===== src/rtl/regfile_wb_arbiter.sv =====
// Register-file writeback arbiter: round-robin between ALU and load
// writeback, registered write port, and a busy scoreboard per register.
// Ports: clk, rst (sync, active-high); alu_/mem_ valid/sel/data/ready
// requesters; reserve_en/reserve_sel claim a destination; WriteEnable/
// WriteSelect/WriteData drive the register file; busy[i] marks pending
// results.
module regfile_wb_arbiter #(
   parameter int BITSIZE = 64,
   parameter int REGSIZE = 32,
   localparam int AW = $clog2(REGSIZE)
) (
   input  logic               clk,
   input  logic               rst,
   input  logic               alu_valid,
   input  logic [AW-1:0]      alu_sel,
   input  logic [BITSIZE-1:0] alu_data,
   output logic               alu_ready,
   input  logic               mem_valid,
   input  logic [AW-1:0]      mem_sel,
   input  logic [BITSIZE-1:0] mem_data,
   output logic               mem_ready,
   input  logic               reserve_en,
   input  logic [AW-1:0]      reserve_sel,
   output logic               WriteEnable,
   output logic [AW-1:0]      WriteSelect,
   output logic [BITSIZE-1:0] WriteData,
   output logic [REGSIZE-1:0] busy
);

   // prio_q: 0 favours ALU, 1 favours MEM when both request
   logic               prio_q, prio_d;
   logic               we_q, we_d;
   logic [AW-1:0]      wsel_q, wsel_d;
   logic [BITSIZE-1:0] wdata_q, wdata_d;
   logic [REGSIZE-1:0] busy_q, busy_d;

   logic               fire;
   logic [AW-1:0]      g_sel;
   logic [BITSIZE-1:0] g_data;

   always_comb begin
      alu_ready = !rst && alu_valid && (!mem_valid || !prio_q);
      mem_ready = !rst && mem_valid && (!alu_valid || prio_q);
      fire      = alu_ready || mem_ready;
      g_sel     = alu_ready ? alu_sel  : mem_sel;
      g_data    = alu_ready ? alu_data : mem_data;

      prio_d = prio_q;
      if (alu_ready)
         prio_d = 1'b1;
      else if (mem_ready)
         prio_d = 1'b0;

      // register 0 is hardwired; accept the transfer but never write it
      we_d    = fire && (g_sel != '0);
      wsel_d  = fire ? g_sel  : wsel_q;
      wdata_d = fire ? g_data : wdata_q;

      // clear first so a same-edge reserve of that register wins
      busy_d = busy_q;
      if (we_q)
         busy_d[wsel_q] = 1'b0;
      if (reserve_en && (reserve_sel != '0))
         busy_d[reserve_sel] = 1'b1;
      busy_d[0] = 1'b0;
   end

   always_ff @(posedge clk) begin
      if (rst) begin
         prio_q  <= 1'b0;
         we_q    <= 1'b0;
         wsel_q  <= '0;
         wdata_q <= '0;
         busy_q  <= '0;
      end else begin
         prio_q  <= prio_d;
         we_q    <= we_d;
         wsel_q  <= wsel_d;
         wdata_q <= wdata_d;
         busy_q  <= busy_d;
      end
   end

   assign WriteEnable = we_q;
   assign WriteSelect = wsel_q;
   assign WriteData   = wdata_q;
   assign busy        = busy_q;

endmodule


===== config.mk =====
export PLATFORM = sky130hd
export DESIGN_NAME = regfile_wb_arbiter
export DESIGN_NICKNAME = d
export VERILOG_FILES = /design/src/rtl/regfile_wb_arbiter.sv
export SDC_FILE = /design/constraint.sdc
export NUM_CORES = 1
export LEC_CHECK = 0
export ABC_AREA = 1
export BUFFER_PORTS_ARGS = -buffer_cell sky130_fd_sc_hd__clkbuf_2
export CAP_MARGIN = 25
export CORE_MARGIN = 2
export CORE_UTILIZATION = 44
export CTS_CLUSTER_DIAMETER = 120
export DETAILED_ROUTE_END_ITERATION = 8
export GPL_TIMING_DRIVEN = 0
export PLACE_DENSITY = 0.85
export SLEW_MARGIN = 20
export SYNTH_ARGS = -nofsm -noshare
export SYNTH_HDL_FRONTEND = slang
export SYNTH_SLANG_ARGS = --single-unit

===== constraint.sdc =====
create_clock -name clk -period 1.35 [get_ports clk]
set_input_delay 0.27 -clock clk [delete_from_list [all_inputs] [get_ports clk]]
set_output_delay 0.27 -clock clk [all_outputs]
set_load 0.1 [all_outputs]

**Yosys cells after proc, flatten, opt, wreduce, memory -nomap -nowiden**

Index checks and enable logic that the tools add are counted.

- Magnitude comparators: 4
- Mux-type cells: 10
- Bitwise logic cells: 3
- Reduce and logical (&&, ||, !) cells: 18

Operators by type and width:

| cell | number |
|---|---|
| 32-bit two-way mux | 2 |
| 64-bit two-way mux | 1 |
| 32-bit AND | 1 |
| 32-bit inverter | 1 |
| 32-bit OR | 1 |
| 5-bit by 6-bit less-than comparator with 1-bit output (second input constant) | 2 |
| 1-bit demux with 5-bit select | 2 |
| 5-bit by 1-bit greater-or-equal comparator with 1-bit output (second input constant) | 2 |
| 5-bit nonzero test | 2 |
| 1-bit logical AND | 8 |
| 5-bit two-way mux | 1 |
| 1-bit zero test | 4 |
| 1-bit two-way mux | 4 |
| 1-bit logical OR | 3 |
| 2-bit nonzero test | 1 |

- Register bits: 103
- Input bits: 148
- Output and inout bits: 104
- Logic and storage cells: 41

**Logic depth before layout (Yosys ltp)**

Gate-level depths: netlist (run 1).

- Depth after elaboration: 9
- Depth in mapped cells: 10
- Mapped depth without buffers: 8

**Worst setup path before layout (run 1)**

Ideal clock, no wire load.

- Path type: input to output
- Start point: in rst
- End point: out mem_ready
- Arrival time: 1.999 ns
- Required time: 1.080 ns
- Path slack: -0.919 ns
- Stages: 4
- Path buffers: 1
- Cells stage by stage: buf_6 > inv_4 > nand2_2 > a21oi_1

- Longest elaborated chain between the ends: 3

RTL lines:

| what | RTL line | RTL |
|---|---|---|
| from (decl) | 13 | `input logic rst,` |
| 1-bit zero test | 43 | `mem_ready = !rst && mem_valid && (!alu_valid \|\| prio_q);` |
| 1-bit logical AND (2 in a row) | 43 |  |
| to (decl) | 21 | `output logic mem_ready,` |

No other way between the ends.

**Final worst setup path (run 1)**

- Start point: reg prio_q
- End point: out alu_ready

- Longest elaborated chain between the ends: 3

RTL lines:

| what | RTL line | RTL |
|---|---|---|
| from (decl) | 31 | `logic prio_q, prio_d;` |
| from (signal assigned) | 76 | `prio_q <= prio_d;` |
| 1-bit zero test | 42 | `alu_ready = !rst && alu_valid && (!mem_valid \|\| !prio_q);` |
| 1-bit logical OR | 42 |  |
| 1-bit logical AND | 42 |  |
| to (decl) | 17 | `output logic alu_ready,` |

No other way between the ends.

==> summary.txt, run 1 <==
Critical path
  – Worst R2R End: WriteData[52]
  – Arr. time, crit path: 1240 ps
  – CP max FO: 2
  – Reg-to-Reg Start: prio_q
  – R2R Setup Slk: -150 ps
  – WS Path Type: flop to output pin
  – Crit path required time: 1080 ps
  – Crit path launch type: flop
  – Critical Path Sink Type: output pin
  – R2r worst-path depth: 9

Power and ir drop
  – Switching Share: 41.7%
  – Power Total: 8.15 mW
  – Clock power share: 22.9%
  – Combinational share of power: 36.0%
  – Cell leakage power: 3.15 nW
  – Reg power frac: 41.1%
  – Max IR drop VDD: 0.000696 V
  – PD cells: 1220 nW/um^2
  – P_sw: 3.40 mW
  – Internal: 4.76 mW

Synthesis
  – Area leader, netlist: dfxtp_1
  – Ys async rst share: 0%
  – Synthesized area: 4510 sq um
  – Synthesized instance count: 593
  – Dominant cells by area after synthesis: dfxtp_1, nand2_1, o21ai_0, a31oi_1, a31oi_2
  – Synth top area share: 45.3%
  – YS warnings: 0
  – Synth unique cells: 29
  – Most frequent cells after synthesis: nand2_1, dfxtp_1, o21ai_0, a31oi_1, a21oi_1
  – Number of synthesized flops with an enable pin: 0
  – Mapped Nets: 741
  – Count leader, synth: nand2_1
  – Predominant post-synthesis flop cell: dfxtp_1
  – #FFs+latches synth: 102
  – Synth Area per Inst: 7.60 sq um
  – Register area share after synthesis: 45.3%

Timing
  – Relative slew slack: 66.7%
  – Fin crit period: 1510 ps
  – Tcrit/Tclk final: 112%
  – Final max-slew violation count: 0
  – Clock Skews: 7.89 ps
  – Maximum clock rate: 661 MHz
  – Setup WS post-layout: -163 ps
  – RSZ-0062 raised after global routing: yes
  – Count of final setup violators: 19
  – TNS Setup: -1120 ps
  – Hold Vio Cnt, Final: 0
  – Worst-Margin Slew: 497 ps

Global route
  – GRT Total Usage: 27.5%
  – Grt ovf: 0
  – First-pass GRT wire length: 24,500 microns
  – Vias in the first global route: 5,061
  – Antenna violations before repair: 0
  – Largest net degree at the start of global routing: 18

Clocking
  – Clock Path Buffers: 2
  – TritonCTS Buffers: 9
  – Root Driver: clkbuf_8
  – CTS tree: done
  – Worst-path clk slew: 100 ps
  – Clock Latency Late Sink: 350 ps
  – Sinks on Clock Net: 102
  – Max H-tree Level: 3

Floorplan
  – # rows: 36
  – Initial Util: 45.7%
  – Core footprint: 9860 sq um
  – I/O Pins: 252
  – DIE AREA: 11,100 sq um
  – Die Y: 105 microns
  – Die X: 105 microns

Route
  – Avg WL per Cell: 16.0 microns
  – Remaining DRCs: 0
  – DR vias: 5,324
  – 1st-iter DRT viols: 293
  – WL final: 16,000 microns
  – DRT antenna net count: 0
  – Vias per std cell: 5.31
  – DRT Pass-1 Iters: 5

Placed design
  – Placed Cells: 975
  – GPL Wtd Cong: 0.918
  – Final HPWL DP: 11,800 microns
  – Port Buf Inserts: 249

Layout
  – Layout area overhead: 48.8%
  – Number of fill cells: 839
  – Share of layout cells above drive strength 1: 42.8%
  – NumNets Final: 1,012
  – Diodes inserted: 0
  – Fin cells: 1,002

Hold path
  – Hold Crit Start: rst
  – Hold Path Class: input port to flop
  – WHS Endpoint: busy[5]
  – Worst hold path depth: 2

Job
  – Max-cap violations: 0

Outcome
  – Failing checks: negative setup slack
  – Outcome: complete, but fails checks
-- kinds of logic (layout without fill, tap and decap cells) --
family | after synthesis | after routing | synth area share [%]
compound gates | 199 | 199 | 26.3
buf+inv | 72 | 348 | 8.66
flops | 102 | 102 | 45.3
other cells | 1 | 1 | 0.0832
simple gates | 219 | 219 | 19.7
-- power groups by stage --
stage          clock network [mW]  registers (mW)  logic [mW]
3_5_place_dp                    0            3.40        2.70
3_3_place_gp                    0            3.40        2.68
6_report                     1.87            3.35        2.94
5_1_grt                      2.02            3.37        3.07
4_1_cts                      1.89            3.34        2.83
2_1_floorplan                   0            4.81       0.667
-- stage by stage --
stage | area (sq um) | hold slack (ps) | worst slack, ps | utilization, %
3_3_place_gp | 5960 | 458 | -402 | 60.4
4_1_cts | 6490 | 125 | -177 | 65.8
6_report | 6710 | 139 | -163 | 68.0
3_5_place_dp | 5960 | 467 | -423 | 60.4
2_1_floorplan | 4540 | 421 | -289 | -
5_1_grt | 6710 | 131 | -217 | 68.0
-- state kept, by name, indices dropped and copies added (netlist names) --
signal       flops
busy            31
WriteEnable      1
WriteData       64
WriteSelect      5
prio_q           1
-- placed cells by master (no fill, tap or decap), drive strengths merged, types with 2 or more instances in the layout --
cell	n
clkbuf	240
nand2	183
dfxtp	102
o21ai	97
buf	72
a31oi	64
a21oi	35
inv	32
nand3	15
nor2	11
nor3	6
o211ai	3
clkinv	3
nand3b	2
-- cell type report --
cell class                 count  area, sq um  share of cell area [%]
multi-input combinational    419         2130                    31.7
sequential                   102         2070                    30.9
timing repair buffer         260         1680                    25.0
buffer                        41          344                    5.13
tap                          133          166                    2.48
clock buffer                  11          151                    2.26
inverter                      31          121                    1.81
clock inverter                 5         42.5                   0.634
-- critical path, cell delays in order, from the launching register on --
cell and delay [ps]:
dfxtp_2 350, nand2_2 90, nand3_4 100, inv_4 70
buf_6 100, clkbuf_16 190
-- metal layers --
layer / track usage [%] / share of wire, %
met1: 30.6 / 37
met2: 50.4 / 52
met3: 5.80 / 8.3
met4: 10.9 / 2.7
met5: 0 / 0
-- worst max-delay path by stage --
| stage | start | endpoint | depth (start not counted) |
|---|---|---|---|
| final | prio_q | alu_ready | 5 |
| after global routing | prio_q | alu_ready | 5 |
| after CTS | prio_q | alu_ready | 5 |
| after global placement | mem_valid | alu_ready | 6 |
| after floorplan | rst | mem_ready | 4 |
| after detailed placement | mem_valid | alu_ready | 6 |
-- repair_timing --
item	in CTS	in global routing
setup buffers	3	7
pin swaps	3	20
cloned	0	1
setup endpoints to repair	169	82
resized for setup	119	76
hold buffers	0	0
No activity file was read; power rests on OpenSTA's default activity.
==> run 2, diff against run 1 <==
--- a/config.mk
+++ b/config.mk
@@ -8,12 +8,11 @@
 export ABC_AREA = 1
 export BUFFER_PORTS_ARGS = -buffer_cell sky130_fd_sc_hd__clkbuf_2
 export CAP_MARGIN = 25
-export CORE_MARGIN = 2
 export CORE_UTILIZATION = 44
 export CTS_CLUSTER_DIAMETER = 120
 export DETAILED_ROUTE_END_ITERATION = 8
 export GPL_TIMING_DRIVEN = 0
-export PLACE_DENSITY = 0.85
+export PLACE_DENSITY = 0.8
 export SLEW_MARGIN = 20
 export SYNTH_ARGS = -nofsm -noshare
 export SYNTH_HDL_FRONTEND = slang
==> summary.txt, run 2 (synthesized netlist as in run 1, its figures left out) <==
Placed design
  – Placed cell area: 5960 sq um (unchanged)
  – Final HPWL DP: 11,400 microns (-2.8%)
  – Port Buf Inserts: 249 (unchanged)
  – Placed Cells: 975 (unchanged)
  – GPL Wtd Cong: 0.862 (-6.2%)

Clocking
  – Worst-path clk slew: 110 ps (about the same)
  – TritonCTS Buffers: 9 (unchanged)
  – Clock Latency Late Sink: 370 ps (+20 ps)
  – Clock Path Buffers: 2 (unchanged)
  – Root Driver: clkbuf_8
  – Max H-tree Level: 3 (unchanged)
  – CTS tree: done
  – Sinks on Clock Net: 102 (unchanged)

Critical path
  – Reg-to-Reg Start: prio_q
  – Crit path required time: 1080 ps (about the same)
  – Arr. time, crit path: 1210 ps (-30 ps)
  – R2R Setup Slk: -50 ps (+100 ps)
  – CP max-delay cell: dfxtp_2
  – Critical Path, Cell by Cell: nand2_2 > nand3_4 > inv_2 > buf_6 > clkbuf_16
  – WS Path Type: flop to output pin
  – Delay-heaviest family, CP: buffers and inverters
  – R2r worst-path depth: 7 (-2)
  – Buf/Inv on CP: 3 (unchanged)
  – Worst R2R End: WriteData[54]
  – CP max FO: 2 (unchanged)
  – Crit path launch type: flop
  – Critical path's largest stage delay: 340 ps (about the same)
  – Critical Path Sink Type: output pin

Floorplan
  – Die Y: 103 microns (-1.9%)
  – Initial Util: 45.7% (unchanged)
  – # rows: 36 (unchanged)
  – Core footprint: 9860 sq um (unchanged)
  – I/O Pins: 252 (unchanged)
  – DIE AREA: 10,700 sq um (-3.8%)
  – Die X: 103 microns (-1.9%)

Layout
  – Max FFs per register: 64 (unchanged)
  – Final Instance Area: 6630 sq um (-1.1%)
  – NumNets Final: 1,005 (-0.69%)
  – Most common cell after layout, fill and taps aside: nand2_1
  – Fin cells: 996 (-0.60%)
  – Commonest non-fill, non-tap cells in the layout: nand2_1, clkbuf_2, dfxtp_1
  – Final core occ: 67.2% (-0.74 points)
  – Layout area overhead: 47.2%
  – Share of layout cells above drive strength 1: 41.0% (-1.9 points)

Timing
  – Final max-slew violation count: 0 (unchanged)
  – Count of final setup violators: 17 (-2)
  – Clock Skews: 12.1 ps (+4.17 ps)
  – RSZ-0062 raised after global routing: yes
  – Tcrit/Tclk final: 110% (-2.1 points)
  – Fin crit period: 1480 ps (-28.7 ps)
  – Hold Vio Cnt, Final: 0 (unchanged)
  – Maximum clock rate: 674 MHz (+1.9%)
  – Setup WS post-layout: -134 ps (+28.7 ps)

Global route
  – First-pass GRT wire length: 22,900 microns (-6.5%)
  – GRT Total Usage: 28.3% (+0.85 points)
  – Vias in the first global route: 4,825 (-4.7%)
  – Grt ovf: 0 (unchanged)
  – Antenna violations before repair: 1 (+1)
  – Largest net degree at the start of global routing: 19 (+1)

Power and ir drop
  – Reg power frac: 40.4% (-0.7 points)
  – Clock power share: 24.6% (+1.7 points)
  – Combinational share of power: 35.0% (-1.0 points)
  – Cell leakage power: 3.14 nW (-0.43%)
  – Power Total: 8.29 mW (+1.6%)
  – Internal: 4.85 mW (+1.8%)
  – Switching Share: 41.5% (-0.14 points)
  – Max IR drop VDD: 0.000845 V (+21%)
  – PD cells: 1250 nW/um^2 (+2.7%)
  – P_sw: 3.44 mW (+1.3%)

Route
  – WL final: 15,300 microns (-4.7%)
  – Vias per std cell: 5.14 (-3.2%)
  – 1st-iter DRT viols: 219 (-25%)
  – DRT Pass-1 Iters: 5 (unchanged)
  – DR vias: 5,123 (-3.8%)
  – DRT antenna net count: 0 (unchanged)
  – Avg WL per Cell: 15.4 microns (-4.1%)
  – Remaining DRCs: 0 (unchanged)

Outcome
  – Failing checks: negative setup slack
  – Outcome: complete, but fails checks

Hold path
  – Hold Crit Start: alu_data[15]
  – WHS Endpoint: WriteData[15]
  – Worst hold path depth: 3 (+1)
  – Hold Path Class: input port to flop

Job
  – Max-cap violations: 0 (unchanged)
run 2: cell types whose count changed in the layout (fill, tap and decap cells not counted), sizes merged:
cell,delta
clkinvlp,-1
clkbuf,-42
buf,+33
clkinv,-1
inv,+3
diode,+1
bufinv,+1
run 2: final cells by class:
type                            count  area [sq um]
Fill cell                         869          3230
Multi-Input combinational cell    419          2080
Sequential cell                   102          2070
Timing Repair Buffer              254          1680
Buffer                             40           304
Tap cell                          133           166
Clock buffer                        9           124
Inverter                           31           119
Clock inverter                      7          78.8
Antenna cell                        1          2.50
run 2: stage by stage:
step / hold slack, ps / setup WS, ps / setup TNS, ps
floorplan: 421 / -289 / -289
global placement: 459 / -392 / -8290
detailed placement: 469 / -413 / -10310
CTS: 116 / -178 / -869
global route: 113 / -194 / -2250
finish: 126 / -134 / -541
run 2: routing by layer:
metal	up-vias	wire, microns	track usage (%)
met1	2315	5730	30.0
met5	-	0	0
met4	0	415	12.4
met3	25	1280	8.47
met2	236	7860	52.0
li1	2547	-	-
run 2: worst reg2reg max path, stage by stage (launching register included):
cell      delay, ps
dfxtp_2         350
nand2_2          70
nand3_4          70
buf_4           190
buf_6           170
clkbuf_4        210
nand2_1          80
a31oi_2         180
run 2: power by group through the flow:
stage	Clock [mW]	Combinational, mW	Sequential [mW]
floorplan	0	0.667	4.81
global placement	0	2.68	3.40
detailed placement	0	2.69	3.40
CTS	2.07	2.85	3.34
global route	2.20	3.04	3.37
finish	2.04	2.90	3.35
run 2: what timing repair did:
item                       in CTS  in global routing
setup buffers                   4                  1
setup endpoints to repair     165                129
cloned                          0                  1
hold endpoints to repair        0                  0
hold buffers                    0                  0
pin swaps                       3                  4
gates resized for setup       126                 96
run 2: worst max-delay path by stage:
stage / startpoint / to / slack, ps / cells past startpoint
6_report: prio_q / alu_ready / -130 / 5
3_5_place_dp: mem_valid / alu_ready / -410 / 6
2_1_floorplan: rst / mem_ready / -290 / 4
3_3_place_gp: mem_valid / alu_ready / -390 / 6
4_1_cts: prio_q / alu_ready / -180 / 5
5_1_grt: prio_q / alu_ready / -190 / 5
==> run 3, diff against run 2 <==
--- a/config.mk
+++ b/config.mk
@@ -6,13 +6,13 @@
 export NUM_CORES = 1
 export LEC_CHECK = 0
 export ABC_AREA = 1
-export BUFFER_PORTS_ARGS = -buffer_cell sky130_fd_sc_hd__clkbuf_2
 export CAP_MARGIN = 25
-export CORE_UTILIZATION = 44
+export CORE_AREA = 2 2 99 101
 export CTS_CLUSTER_DIAMETER = 120
 export DETAILED_ROUTE_END_ITERATION = 8
+export DIE_AREA = 0 0 101 103
+export DONT_BUFFER_PORTS = 1
 export GPL_TIMING_DRIVEN = 0
-export PLACE_DENSITY = 0.8
 export SLEW_MARGIN = 20
 export SYNTH_ARGS = -nofsm -noshare
 export SYNTH_HDL_FRONTEND = slang
==> summary.txt, run 3 (synthesized netlist as in run 1, its figures left out) <==
Floorplan
  – Core footprint: 9460 sq um (-4.1%)
  – DIE AREA: 10,400 sq um (-2.3%)
  – Die X: 101 microns (-2.1%)
  – # rows: 36 (unchanged)
  – Die Y: 103 microns (-0.20%)
  – I/O Pins: 252 (unchanged)
  – Initial Util: 47.6% (+2.0 points)

Outcome
  – Outcome: complete, but fails checks
  – Failing checks: negative setup slack

Critical path
  – Crit path launch type: flop
  – WS Path Type: flop to output pin
  – CP max FO: 2 (unchanged)
  – Arr. time, crit path: 1360 ps (+150 ps)
  – Crit path required time: 1080 ps (about the same)
  – Critical Path Sink Type: output pin

Layout
  – Max FFs per register: 64 (unchanged)
  – Diodes inserted: 0 (-1)
  – Commonest non-fill, non-tap cells in the layout: nand2_1, dfxtp_2, o21ai_0, a31oi_1, o21ai_1
  – NumNets Final: 762 (-24%)
  – Layout area overhead: 19.9%
  – Most common cell after layout, fill and taps aside: nand2_1
  – Share of layout cells above drive strength 1: 36.5% (-4.5 points)

Clocking
  – Clock Path Buffers: 2 (unchanged)
  – Root Driver: clkbuf_8
  – Sinks on Clock Net: 102 (unchanged)
  – Clock Latency Late Sink: 360 ps (about the same)
  – Worst-path clk slew: 100 ps (about the same)
  – CTS tree: done
  – Max H-tree Level: 3 (unchanged)
  – TritonCTS Buffers: 9 (unchanged)

Global route
  – GRT Total Usage: 25.2% (-3.1 points)
  – Grt ovf: 0 (unchanged)
  – Antenna violations before repair: 0 (-1)
  – Largest net degree at the start of global routing: 17 (-2)
  – First-pass GRT wire length: 20,300 microns (-11%)
  – Vias in the first global route: 3,942 (-18%)

Timing
  – Worst-Margin Slew: 735 ps
  – Tcrit/Tclk final: 121% (+11 points)
  – Setup WS post-layout: -282 ps (-147 ps)
  – TNS Setup: -2340 ps (-1800 ps)
  – WHS: 37.1 ps (-88.5 ps)
  – Fin crit period: 1630 ps (+147 ps)
  – Maximum clock rate: 613 MHz (-9.0%)
  – Hold Vio Cnt, Final: 0 (unchanged)
  – Clock Skews: 7.72 ps (-4.34 ps)
  – Final max-slew violation count: 0 (unchanged)
  – RSZ-0062 raised after global routing: yes
  – Relative slew slack: 50.9%
  – Count of final setup violators: 30 (+13)

Placed design
  – Port Buf Inserts: 0 (-100%)
  – Final HPWL DP: 10,300 microns (-10%)
  – GPL Wtd Cong: 0.889 (+3.2%)
  – Setup WS pre-CTS: -293 ps (+120 ps)

Power and ir drop
  – PD cells: 1440 nW/um^2 (+15%)
  – Power Total: 7.76 mW (-6.4%)
  – Max IR drop VDD: 0.000718 V (-15%)
  – Cell leakage power: 2.06 nW (-34%)

Route
  – WL met3: 1300 microns (+1.2%)
  – Routed metal-1 wirelength: 5420 microns (-5.4%)
  – Met2 Wirelength: 7010 microns (-11%)
  – 1st-iter DRT viols: 116 (-47%)
  – WL final: 14,000 microns (-8.4%)
  – DR vias: 4,274 (-17%)
  – Uppermost layer routed: met4
  – DRT antenna net count: 0 (unchanged)
  – Remaining DRCs: 0 (unchanged)
  – Vias per std cell: 5.85 (+14%)
  – Avg WL per Cell: 19.2 microns (+25%)
  – DRT Pass-1 Iters: 4 (-1)

Job
  – Max-cap violations: 0 (unchanged)

Hold path
  – Hold Path Class: input port to flop
[run 3: report_power, final]
| group | internal [mW] | total (mW) | switching (mW) |
|---|---|---|---|
| Clock | 0.849 | 1.91 | 1.06 |
| Combinational | 0.379 | 0.985 | 0.606 |
| Sequential | 3.24 | 4.86 | 1.62 |
[run 3: final cells by class]
| type | instances | area (sq um) |
|---|---|---|
| fillers | 896 | 4050 |
| well taps | 114 | 143 |
| clock buffers | 9 | 124 |
| flip-flops and latches | 102 | 2200 |
| plain buffers | 41 | 355 |
| inverters | 31 | 129 |
| multi-input cells | 419 | 2290 |
| repair buffers | 10 | 105 |
| clock inverters | 5 | 60.1 |
[run 3: path summary, 6_finish.rpt]
check | from | end | slack [ps] | cells after the start
max reg2reg | WriteSelect[2] | busy[17] | -110 | 5
max | prio_q | mem_ready | -280 | 2
min reg2reg | prio_q | prio_q | 510 | 2
min | alu_data[10] | WriteData[10] | 40 | 2
[run 3: repair_timing]
action | 4_1_cts | 5_1_grt
hold buffers | 0 | 0
hold endpoints to repair | 0 | 0
endpoints found under the setup margin | 186 | 89
buffers inserted | 2 | 8
pin swaps | 2 | 32
resized for setup | 109 | 92
[run 3: through the flow]
stage	utilization, %	instances	instance area (sq um)
after floorplan	-	593	4540
after global routing	57.1	731	5410
after global placement	49.5	707	4690
after CTS	53.6	723	5070
final	57.1	731	5410
after detailed placement	49.6	707	4690
[run 3: metal layers]
metal | up-vias | global-route usage (%)
li1 | 2064 | -
met1 | 2009 | 28.5
met2 | 181 | 43.1
met3 | 20 | 9.42
met4 | 0 | 10.4
met5 | - | 0
[run 3: worst max-delay path, cell delays in order (launching register included)]
cell	delay, ps
dfxtp_2	360
inv_2	50
a21oi_4	590
